File: config.mk
export PLATFORM = sky130hd
export DESIGN_NAME = ad_delay_cal
export DESIGN_NICKNAME = d
export VERILOG_FILES = /design/src/rtl/ad_delay_cal_pkg.sv /design/src/rtl/ad_delay_cal_window.sv /design/src/rtl/ad_delay_cal.sv
export SDC_FILE = /design/constraint.sdc
export NUM_CORES = 1
export LEC_CHECK = 0
export ABC_CLOCK_PERIOD_IN_PS = 2500
export CAP_MARGIN = 10
export CORE_MARGIN = 8
export CORE_UTILIZATION = 42
export CTS_BUF_LIST = sky130_fd_sc_hd__clkbuf_2 sky130_fd_sc_hd__clkbuf_4 sky130_fd_sc_hd__clkbuf_8
export CTS_CLUSTER_DIAMETER = 60
export DETAILED_ROUTE_END_ITERATION = 10
export MAX_ROUTING_LAYER = met4
export PLACE_DENSITY = 0.7
export SLEW_MARGIN = 20
export SYNTH_ARGS = -nofsm -noshare
export SYNTH_HDL_FRONTEND = slang
export SYNTH_SLANG_ARGS = --single-unit
export TNS_END_PERCENT = 20
File: constraint.sdc
create_clock -name clk -period 2.5 [get_ports clk]
set_input_delay 0.5 -clock clk [delete_from_list [all_inputs] [get_ports clk]]
set_output_delay 0.5 -clock clk [all_outputs]
set_load 0.01 [all_outputs]
File: src/rtl/ad_delay_cal_pkg.sv
// Shared types and constants for the IDELAY tap calibration block.
package ad_delay_cal_pkg;

    localparam int unsigned TAP_W   = 5;
    localparam int unsigned TAP_CNT = 32;
    localparam int unsigned LEN_W   = 6;

    typedef enum logic [2:0] {
        IDLE,
        LOAD,
        SETTLE,
        DWELL,
        NEXT,
        SEARCH,
        APPLY,
        DONE
    } state_e;

    // Centre of a passing window, rounding toward the lower tap.
    function automatic logic [TAP_W-1:0] center_tap(input logic [TAP_W-1:0] start,
                                                    input logic [LEN_W-1:0] len);
        logic [LEN_W-1:0] half;
        half = (len - LEN_W'(1)) >> 1;
        return start + TAP_W'(half);
    endfunction

endpackage

File: src/rtl/ad_delay_cal_window.sv
// Serial longest-run finder over the per-tap pass map; ties keep the earliest run.
module ad_delay_cal_window
    import ad_delay_cal_pkg::*;
(
    input  logic             clk,
    input  logic             rst,
    input  logic             clear_i,
    input  logic             bit_valid_i,
    input  logic             bit_i,
    output logic [TAP_W-1:0] best_start_o,
    output logic [LEN_W-1:0] best_len_o
);

    logic [TAP_W-1:0] idx_q, idx_d;
    logic [TAP_W-1:0] run_start_q, run_start_d;
    logic [LEN_W-1:0] run_len_q, run_len_d;
    logic [TAP_W-1:0] best_start_q, best_start_d;
    logic [LEN_W-1:0] best_len_q, best_len_d;

    always_comb begin
        idx_d        = idx_q;
        run_start_d  = run_start_q;
        run_len_d    = run_len_q;
        best_start_d = best_start_q;
        best_len_d   = best_len_q;
        if (clear_i) begin
            idx_d        = '0;
            run_start_d  = '0;
            run_len_d    = '0;
            best_start_d = '0;
            best_len_d   = '0;
        end else if (bit_valid_i) begin
            idx_d = idx_q + TAP_W'(1);
            if (bit_i) begin
                run_len_d = run_len_q + LEN_W'(1);
                if (run_len_q == '0) begin
                    run_start_d = idx_q;
                end
                // Strictly longer only, so an equal later run never displaces the first.
                if (run_len_d > best_len_q) begin
                    best_len_d   = run_len_d;
                    best_start_d = (run_len_q == '0) ? idx_q : run_start_q;
                end
            end else begin
                run_len_d = '0;
            end
        end
    end

    always_ff @(posedge clk) begin
        if (rst) begin
            idx_q        <= '0;
            run_start_q  <= '0;
            run_len_q    <= '0;
            best_start_q <= '0;
            best_len_q   <= '0;
        end else begin
            idx_q        <= idx_d;
            run_start_q  <= run_start_d;
            run_len_q    <= run_len_d;
            best_start_q <= best_start_d;
            best_len_q   <= best_len_d;
        end
    end

    assign best_start_o = best_start_q;
    assign best_len_o   = best_len_q;

endmodule

File: src/rtl/ad_delay_cal.sv
// Sweeps all 32 delay taps against the PN monitor and applies the centre of the widest window.
// Optional AD_DELAY_CAL_ABORT_EN adds cal_abort, which restores the saved tap and flags failure.
module ad_delay_cal
    import ad_delay_cal_pkg::*;
#(
    parameter int unsigned DATA_WIDTH    = 13,
    parameter int unsigned SETTLE_CYCLES = 64,
    parameter int unsigned DWELL_CYCLES  = 1024
) (
    input  logic                        clk,
    input  logic                        rst,
`ifdef AD_DELAY_CAL_ABORT_EN
    input  logic                        cal_abort,
`endif
    input  logic                        cal_start,
    input  logic                        pn_err,
    input  logic                        pn_oos,
    input  logic                        delay_locked,
    output logic [DATA_WIDTH-1:0]       dld,
    output logic [DATA_WIDTH*TAP_W-1:0] dwdata,
    output logic                        cal_busy,
    output logic                        cal_done,
    output logic                        cal_fail,
    output logic [TAP_W-1:0]            cal_tap,
    output logic [LEN_W-1:0]            cal_width,
    output logic [TAP_CNT-1:0]          cal_map
);

    localparam int unsigned CNT_MAX0 = (SETTLE_CYCLES > DWELL_CYCLES) ? SETTLE_CYCLES : DWELL_CYCLES;
    localparam int unsigned CNT_MAX  = (CNT_MAX0 > TAP_CNT) ? CNT_MAX0 : TAP_CNT;
    localparam int unsigned CNT_W    = $clog2(CNT_MAX + 1);

    state_e                      state_q, state_d;
    logic [CNT_W-1:0]            cnt_q, cnt_d;
    logic [TAP_W-1:0]            tap_q, tap_d;
    logic                        pass_q, pass_d;
    logic [TAP_W-1:0]            restore_q, restore_d;
    logic [TAP_W-1:0]            apply_tap_q, apply_tap_d;
    logic [DATA_WIDTH-1:0]       dld_q, dld_d;
    logic [DATA_WIDTH*TAP_W-1:0] dwdata_q, dwdata_d;
    logic                        busy_q, busy_d;
    logic                        done_q, done_d;
    logic                        fail_q, fail_d;
    logic [TAP_W-1:0]            cal_tap_q, cal_tap_d;
    logic [LEN_W-1:0]            width_q, width_d;
    logic [TAP_CNT-1:0]          map_q, map_d;

    logic             abort_c;
    logic [TAP_W-1:0] apply_tap_c;
    logic [LEN_W-1:0] width_c;
    logic             win_clear_c;
    logic             win_valid_c;
    logic             win_bit_c;
    logic [TAP_W-1:0] win_start;
    logic [LEN_W-1:0] win_len;

`ifdef AD_DELAY_CAL_ABORT_EN
    assign abort_c = cal_abort && (state_q != IDLE) && (state_q != DONE);
`else
    assign abort_c = 1'b0;
`endif

    // An abort forces an empty window so the restore value is loaded and failure reported.
    assign apply_tap_c = abort_c ? restore_q : apply_tap_q;
    assign width_c     = abort_c ? '0 : width_q;

    ad_delay_cal_window u_window (
        .clk         (clk),
        .rst         (rst),
        .clear_i     (win_clear_c),
        .bit_valid_i (win_valid_c),
        .bit_i       (win_bit_c),
        .best_start_o(win_start),
        .best_len_o  (win_len)
    );

    always_comb begin
        state_d     = state_q;
        cnt_d       = cnt_q;
        tap_d       = tap_q;
        pass_d      = pass_q;
        restore_d   = restore_q;
        apply_tap_d = apply_tap_q;
        dld_d       = '0;
        dwdata_d    = dwdata_q;
        busy_d      = busy_q;
        done_d      = done_q;
        fail_d      = fail_q;
        cal_tap_d   = cal_tap_q;
        width_d     = width_q;
        map_d       = map_q;
        win_clear_c = 1'b0;
        win_valid_c = 1'b0;
        win_bit_c   = 1'b0;

        if (abort_c && (state_q != APPLY)) begin
            state_d     = APPLY;
            apply_tap_d = apply_tap_c;
            width_d     = width_c;
        end else begin
            case (state_q)
                IDLE: begin
                    if (cal_start) begin
                        restore_d   = cal_tap_q;
                        map_d       = '0;
                        done_d      = 1'b0;
                        fail_d      = 1'b0;
                        tap_d       = '0;
                        cnt_d       = '0;
                        busy_d      = 1'b1;
                        win_clear_c = 1'b1;
                        state_d     = LOAD;
                    end
                end
                LOAD: begin
                    if (delay_locked) begin
                        dld_d    = '1;
                        dwdata_d = {DATA_WIDTH{tap_q}};
                        pass_d   = 1'b1;
                        cnt_d    = '0;
                        state_d  = SETTLE;
                    end
                end
                SETTLE: begin
                    if (!delay_locked) begin
                        pass_d = 1'b0;
                    end
                    if (cnt_q == CNT_W'(SETTLE_CYCLES - 1)) begin
                        cnt_d   = '0;
                        state_d = DWELL;
                    end else begin
                        cnt_d = cnt_q + CNT_W'(1);
                    end
                end
                DWELL: begin
                    if (pn_err || pn_oos || !delay_locked) begin
                        pass_d = 1'b0;
                    end
                    if (cnt_q == CNT_W'(DWELL_CYCLES - 1)) begin
                        cnt_d   = '0;
                        state_d = NEXT;
                    end else begin
                        cnt_d = cnt_q + CNT_W'(1);
                    end
                end
                NEXT: begin
                    map_d[tap_q] = pass_q;
                    if (tap_q == TAP_W'(TAP_CNT - 1)) begin
                        cnt_d   = '0;
                        state_d = SEARCH;
                    end else begin
                        tap_d   = tap_q + TAP_W'(1);
                        state_d = LOAD;
                    end
                end
                SEARCH: begin
                    // One extra cycle after the last bit lets the window result register.
                    if (cnt_q < CNT_W'(TAP_CNT)) begin
                        win_valid_c = 1'b1;
                        win_bit_c   = map_q[cnt_q[TAP_W-1:0]];
                        cnt_d       = cnt_q + CNT_W'(1);
                    end else begin
                        width_d     = win_len;
                        apply_tap_d = (win_len == '0) ? restore_q : center_tap(win_start, win_len);
                        state_d     = APPLY;
                    end
                end
                APPLY: begin
                    apply_tap_d = apply_tap_c;
                    width_d     = width_c;
                    if (delay_locked) begin
                        dld_d     = '1;
                        dwdata_d  = {DATA_WIDTH{apply_tap_c}};
                        cal_tap_d = apply_tap_c;
                        busy_d    = 1'b0;
                        done_d    = 1'b1;
                        if (width_c == '0) begin
                            fail_d = 1'b1;
                        end
                        state_d = DONE;
                    end
                end
                DONE: begin
                    state_d = IDLE;
                end
                default: begin
                    state_d = IDLE;
                end
            endcase
        end
    end

    always_ff @(posedge clk) begin
        if (rst) begin
            state_q     <= IDLE;
            cnt_q       <= '0;
            tap_q       <= '0;
            pass_q      <= 1'b0;
            restore_q   <= '0;
            apply_tap_q <= '0;
            dld_q       <= '0;
            dwdata_q    <= '0;
            busy_q      <= 1'b0;
            done_q      <= 1'b0;
            fail_q      <= 1'b0;
            cal_tap_q   <= '0;
            width_q     <= '0;
            map_q       <= '0;
        end else begin
            state_q     <= state_d;
            cnt_q       <= cnt_d;
            tap_q       <= tap_d;
            pass_q      <= pass_d;
            restore_q   <= restore_d;
            apply_tap_q <= apply_tap_d;
            dld_q       <= dld_d;
            dwdata_q    <= dwdata_d;
            busy_q      <= busy_d;
            done_q      <= done_d;
            fail_q      <= fail_d;
            cal_tap_q   <= cal_tap_d;
            width_q     <= width_d;
            map_q       <= map_d;
        end
    end

    assign dld       = dld_q;
    assign dwdata    = dwdata_q;
    assign cal_busy  = busy_q;
    assign cal_done  = done_q;
    assign cal_fail  = fail_q;
    assign cal_tap   = cal_tap_q;
    assign cal_width = width_q;
    assign cal_map   = map_q;

endmodule

==> Word level (Yosys, flattened, before mapping) <==
Index checks and enable logic that the tools add are counted.
{ "classes": {"magnitude_cmp": 5, "n_bitwise": 2, "n_addsub": 6, "mul": 0, "mux": 50, "n_div": 0, "shift": 0, "n_reduce_logical": 29, "eq_ne": 22} }
{ "ops": {"columns": ["operator", "n"], "rows": [
  ["two-way mux 65 bit", 2],
  ["one-hot mux 65 bit (2 select lines)", 1],
  ["two-way mux 11 bit", 6],
  ["one-hot mux 11 bit (6 select lines)", 1],
  ["one-hot mux 32 bit (2 select lines)", 1],
  ["bitwise mux 32 bit", 1],
  ["two-way mux 32 bit", 1],
  ["inequality test 2 bit (second input constant)", 12],
  ["one-hot mux 3 bit (8 select lines)", 1],
  ["two-way mux 3 bit", 7],
  ["two-way mux 5 bit", 4],
  ["logical NOT 6 bit", 3],
  ["two-way mux 1 bit", 16],
  ["two-way mux 13 bit", 1],
  ["equality test 3 bit (second input constant)", 4],
  ["< comparator 5 x 6 -> 1 bit (second input constant)", 2],
  ["AND reduction 3 bit", 4],
  ["adder 11 x 1 -> 11 bit (second input constant)", 1],
  ["equality test 11 x 10 -> 1 bit (second input constant)", 1],
  ["equality test 11 x 6 -> 1 bit (second input constant)", 1],
  ["< comparator 11 x 6 -> 1 bit (second input constant)", 1],
  ["adder 5 x 1 -> 5 bit (second input constant)", 2],
  ["one-hot mux 5 bit (2 select lines)", 1],
  ["AND reduction 2 bit", 5],
  ["25 further kinds", 35]
]} }
{ "word_totals": {"ff_bits": 181, "word_cells": 133, "mem_count": 0, "in_bits": 6, "latch_bits": 0, "mem_bits_rw": 0, "mem_bits_ro": 0, "output_inout_bits": 124} }

==> Logic depth before layout (Yosys ltp) <==
{ "logic_depth": {"word_depth": 6, "depth_mapped": 10} }

==> By module <==
From an unflattened synthesis, not the netlist that was laid out.
{ "unflattened": {"cells_unflattened": 756, "hier_area_um2": 6403.6} }
{ "modules_own_cells": {"columns": ["mod", "seq_area_each_um2", "cells_per_inst", "area_each_um2", "n_inst"], "rows": [
  ["ad_delay_cal", 1641.6, 601, 4969.8, 1],
  ["ad_delay_cal_window", 540.5, 155, 1433.9, 1]
]} }

==> Worst setup path before layout <==
OpenSTA, ideal clock, no wires.
{ "synth_timing": {"path_type": "register to register", "from": "register u_window.best_len_q[0], in the netlist u_window.best_len_o[0]", "to": "register apply_tap_q[4], in the netlist apply_tap_c[4]", "slack_ps": 174, "stages_incl_launch_ff": 11, "arrival_time_ps": 2188, "required_ps": 2363, "n_path_buf": 0, "setup_ps": 137, "cell_sequence": "dfxtp_1 inv_1 ha_1 inv_1 ha_1 fa_1 a21o_1 a21oi_1 xnor3_1 mux2i_1 a211oi_1"} }
{ "synth_via": {"elab_chain_cells": 3, "elab_cells_between_ends": 4} }
{ "synth_rtl": {"columns": ["item", "line_no", "rtl"], "rows": [
  ["start, declared", "ad_delay_cal_window.sv:18", "logic [LEN_W-1:0] best_len_q, best_len_d;"],
  ["start signal, assigned", "ad_delay_cal_window.sv:62", "best_len_q <= best_len_d;"],
  ["subtractor 6 x 1 -> 6 bit", "ad_delay_cal_pkg.sv:23", "half = (len - LEN_W'(1)) >> 1;"],
  ["adder 5 bit", "ad_delay_cal_pkg.sv:24", "return start + TAP_W'(half);"],
  ["two-way mux 5 bit (*)", "ad_delay_cal.sv:164", "apply_tap_d = (win_len == '0) ? restore_q : center_tap(win_start, win_len);"],
  ["end signal, assigned", "ad_delay_cal.sv:215", "apply_tap_q <= apply_tap_d;"],
  ["end, declared", "ad_delay_cal.sv:38", "logic [TAP_W-1:0] apply_tap_q, apply_tap_d;"]
]} }
Every way passes the cells marked *; elsewhere a longest branch is shown, timed or not.
A chain may end at the register's enable or synchronous reset.

==> Worst setup path after layout <==
{ "layout_timing": {"from": "register u_window.run_len_q[0]", "to": "register u_window.best_len_q[3], in the netlist u_window.best_len_o[3]"} }
{ "layout_via": {"elab_chain_cells": 3} }
{ "layout_rtl": {"columns": ["item", "line_no", "rtl"], "rows": [
  ["start, declared", "ad_delay_cal_window.sv:16", "logic [LEN_W-1:0] run_len_q, run_len_d;"],
  ["start signal, assigned", "ad_delay_cal_window.sv:60", "run_len_q <= run_len_d;"],
  ["adder 6 x 1 -> 6 bit (*)", "ad_delay_cal_window.sv:35", "run_len_d = run_len_q + LEN_W'(1);"],
  ["> comparator 6 bit", "ad_delay_cal_window.sv:40", "if (run_len_d > best_len_q) begin"],
  ["AND reduction 3 bit (no source line)", null, null]
]} }
Marks and branches as above.

==> results.py <==
metrics = {
    "clock_tree": {
        "clock_latency_of_the_later_clocked_register_in_the_worst_skew_pair_ns": 0.40,
        "clock_sink_count": 109,
        "cts_tree": "built",
        "clock_pin_slew_on_the_worst_setup_and_hold_paths_ns": 0.11,
        "cts_buffers": 9,
        "clk_path_buf_depth": 2,
        "cts_max_level": 3,
        "cts_root_buf": "sky130_fd_sc_hd__clkbuf_8",
    },
    "synthesis": {
        "synth.cell_area_um2": 6240,
        "synthesis.instances": 739,
        "synth_cell_type_count": 64,
        "synth_flop_cell": "sky130_fd_sc_hd__dfxtp_1",
        "synth_top_family_by_area": "simple AND/OR/NAND/NOR gates",
        "fraction_of_synthesized_area_in_multiplexers_pct": 7.10,
        "asyncSetResetFlopFracSynth_pct": 0,
        "synth-edff-count": 0,
        "synth_fa_ha_area_share_pct": 4.53,
        "synth-compound-area-share_pct": 16.3,
        "simple_gate_share_of_the_synthesized_area_pct": 19.9,
        "warning_count_from_the_yosys_run": 0,
        "synthesis.area_per_instance_um2": 8.44,
        "synth_nets": 767,
        "synth_sequential_area_ratio_pct": 35.0,
        "ys_ff_latch": 109,
        "xor_and_xnor_area_share_after_synthesis_pct": 3.73,
    },
    "worst_setup_path": {
        "crit_slowest_cell": "sky130_fd_sc_hd__dfxtp_1",
        "cp.arrival_ns": 2.61,
        "timing.critical_path.from_type": "register",
        "critPathRequiredTime_ns": 2.79,
        "path_class": "register to register",
        "worst-r2r-cell-count": 10,
        "reg2reg_slack_ns": 0.18,
        "setup_crit_end_kind": "register",
        "r2r_end": "u_window.best_len_o[3]",
        "critical_path.max_stage_delay_ns": 0.39,
        "r2r_start": "u_window.run_len_q[0]",
        "cp_max_fo": 5,
        "crit_chain": "nand3_1 > nor2_1 > xor2_1 > ha_1 > a21o_1 > a211oi_1 > a21oi_1 > and4_1 > buf_4 > mux2i_1",
    },
    "floorplanning": {
        "die_width_um": 138,
        "area_enclosed_by_the_die_boundary_um2": 19000,
        "num_io_pins": 130,
        "dieHeight_um": 138,
        "initial_core_util_pct": 42.9,
        "core-area_um2": 14500,
        "fp-row-count": 44,
    },
    "pwr": {
        "power-per-cell-area_nw_per_um2": 515,
        "leakage_power_nw": 2.67,
        "power.clock.fraction_pct": 29.2,
        "seqPwrFrac_pct": 48.1,
        "power.combinational.fraction_pct": 22.7,
        "power.ir.vdd_worst_v": 0.000254,
        "netSwitchingFraction_pct": 29.7,
        "internal_power_mw": 2.71,
        "netSwitchingPower_mw": 1.15,
    },
    "timing": {
        "timing.setup.tns_ns": 0,
        "slew_headroom_pct": 40.7,
        "period_share_pct": 92.8,
        "setup_viol_count_final": 0,
        "fin_ws_ns": 0.181,
        "fin_hold_viols": 0,
        "fin_skew_ns": 0.0162,
        "clock.fmax_mhz": 431,
        "period_minus_slack_ns": 2.32,
        "final-max-slew-violation-count": 0,
        "worst_pin_slew_ns": 0.884,
    },
    "routing": {
        "drt-vias-per-instance": 5.43,
        "wl_per_cell_um": 16.5,
        "routed_wl_um": 16200,
        "drt_pass1_iterations": 5,
        "route.vias.total": 5312,
        "drt_iter0_markers": 303,
        "drtAntennaViolNets": 0,
        "post-route-drc-count": 0,
    },
    "placement": {
        "gpl.final_weighted_congestion": 0.853,
        "io_buffer_count": 129,
        "placed_cells": 962,
        "final_hpwl_from_detailed_placement_um": 11700,
        "post-place-ws_ns": 0.0683,
    },
    "global_routing": {
        "grt_max_degree": 52,
        "grt_usage_pct": 17.5,
        "grt.overflow.total": 0,
        "initial_antenna_violation_count": 0,
        "global_route_wire_length_before_repair_um": 25800,
        "grt_pass1_vias": 5002,
    },
    "layout": {
        "fillerInstances": 1401,
        "post_route_cells_drive_above_1_share_pct": 10.3,
        "n_antenna_cell": 0,
        "multi_input_area_um2": 3220,
        "finish.net_count": 818,
        "area_growth_pct": 20.0,
        "sequential_cell_area_um2": 2190,
        "layout.cells.non_filler": 979,
    },
    "min_path": {
        "hold_class": "register to register",
        "holdCritStartpoint": "u_window.run_start_q[4]",
        "hold_path_end": "u_window.run_start_q[4]",
        "hold_depth": 2,
    },
    "status": {
        "result_of_the_run": "finished, final reports clean",
    },
    "run": {
        "max_cap_viol_count": 0,
    },
}
[power groups by stage]
stage                     combinational (mW)  clock, mW  sequential, mW
after floorplan                        0.626          0            1.86
after global placement                 0.876          0            1.89
after detailed placement               0.879          0            1.89
after CTS                              0.880       1.15            1.85
after global routing                   0.928       1.22            1.87
final                                  0.875       1.13            1.85
[final cells by class]
cell class                 count  share of cell area [%]
multi-input combinational    489                    43.0
sequential                   109                    29.2
timing repair buffer         161                    20.9
tap                          184                    3.08
clock buffer                  10                    1.84
inverter                      20                    1.00
clock inverter                 6                   0.936
[worst max-delay path by stage]
stage,from,endpoint,cells after the start
6_report,u_window.run_len_q[0],u_window.best_len_o[3],10
4_1_cts,u_window.best_len_o[1],apply_tap_c[4],10
3_3_place_gp,u_window.best_len_o[0],apply_tap_c[4],10
2_1_floorplan,u_window.best_len_o[0],apply_tap_c[4],10
3_5_place_dp,u_window.best_len_o[0],apply_tap_c[4],10
5_1_grt,u_window.run_len_q[0],u_window.best_len_o[5],10
[kinds of logic (layout without fill, tap and decap cells)]
group / count (synthesis) / after routing
mux: 36 / 36
xor+xnor: 25 / 25
fa+ha+maj: 22 / 22
flops: 109 / 109
buf+inv: 141 / 197
compound gates: 154 / 154
simple gates: 252 / 252
[worst max-delay path, delay by kind of cell, from the launching register on]
kind,cells,cell delay (ns)
xor+xnor,1,0.22
mux,1,0.12
buf+inv,1,0.16
fa+ha+maj,1,0.28
simple gates,3,0.47
compound gates,3,0.56
flops,1,0.39
[per-layer routing]
| metal | vias to the layer above | GRT usage (%) | routed length (µm) |
|---|---|---|---|
| li1 | 2635 | - | - |
| met1 | 2468 | 22.5 | 7330 |
| met2 | 192 | 26.8 | 7360 |
| met3 | 17 | 3.91 | 1310 |
| met4 | 0 | 5.25 | 205 |
| met5 | - | - | 0 |
[repair_timing]
action | CTS | global route
resized for setup | 0 | 5
setup buffers | 0 | 1
endpoints found under the setup margin | 0 | 6
hold buffers | 0 | 0
[state kept, by name, indices dropped and copies added, names as in the netlist, 3 cells and up]
signal	count
apply_tap_c	5
u_window.run_len_q	6
cal_map	32
state_q	3
tap_q	5
cal_width	6
cnt_q	11
u_window.best_len_o	6
restore_q	5
dwdata	5
cal_tap	5
u_window.idx_q	5
u_window.best_start_o	5
u_window.run_start_q	5
[cells in the final DEF (no fill, tap or decap), types with 6 or more instances in the layout]
| cell type | n |
|---|---|
| sky130_fd_sc_hd__dfxtp_1 | 105 |
| sky130_fd_sc_hd__o211ai_1 | 30 |
| sky130_fd_sc_hd__nand4_1 | 11 |
| sky130_fd_sc_hd__o21ai_0 | 8 |
| sky130_fd_sc_hd__buf_4 | 29 |
| sky130_fd_sc_hd__nand2_1 | 92 |
| sky130_fd_sc_hd__nor3_1 | 6 |
| sky130_fd_sc_hd__clkbuf_8 | 10 |
| sky130_fd_sc_hd__xnor2_1 | 11 |
| sky130_fd_sc_hd__mux2_2 | 6 |
| sky130_fd_sc_hd__nand3_1 | 52 |
| sky130_fd_sc_hd__a31oi_1 | 9 |
| sky130_fd_sc_hd__a211oi_1 | 6 |
| sky130_fd_sc_hd__clkdlybuf4s50_1 | 128 |
| sky130_fd_sc_hd__and2_1 | 7 |
| sky130_fd_sc_hd__nor2_1 | 41 |
| sky130_fd_sc_hd__ha_1 | 21 |
| sky130_fd_sc_hd__mux2i_1 | 21 |
| sky130_fd_sc_hd__xor2_1 | 13 |
| sky130_fd_sc_hd__a21oi_1 | 72 |
| sky130_fd_sc_hd__inv_1 | 20 |
[synthesized netlist by cell type, drive strengths merged (2+ instances only)]
cell type	instances	area share [%]
or3	5	0.50
dfxtp	109	35
and4	2	0.28
nor3	6	0.48
a21oi	72	5.8
nand4	13	1.5
and2	7	0.70
nand2	92	5.5
xnor2	11	1.5
a21o	3	0.36
nand2b	4	0.40
nor4	4	0.64
o211a	5	0.80
and3	6	0.68
o31ai	4	0.78
a31oi	9	0.90
and3b	2	0.28
xor2	13	1.8
nand4b	2	0.28
or3b	2	0.28
nand3b	3	0.36
nor2	41	2.5
o22ai	2	0.20
clkbuf	40	2.4
o21ai	8	0.64
nor2b	2	0.20
mux2	10	1.9
ha	21	4.2
o211ai	31	3.8
a311oi	4	0.56
nand3	52	4.2
buf	81	9.8
inv	20	1.2
a211oi	8	1.1
mux4	5	1.8
nor3b	3	0.36
o21a	2	0.24
or4	2	0.24
mux2i	21	3.4
[per-stage QoR]
stage               hold slack, ns  cell area (µm²)  util, %  power [mW]
finish                       0.467             7480     51.5        3.85
CTS                          0.471             7470     51.4        3.88
global route                 0.481             7480     51.5        4.02
global placement             0.444             7260     50.0        2.77
detailed placement           0.455             7260     50.0        2.77
floorplan                    0.436             6240        -        2.49
(Power assumes the default switching activity.)
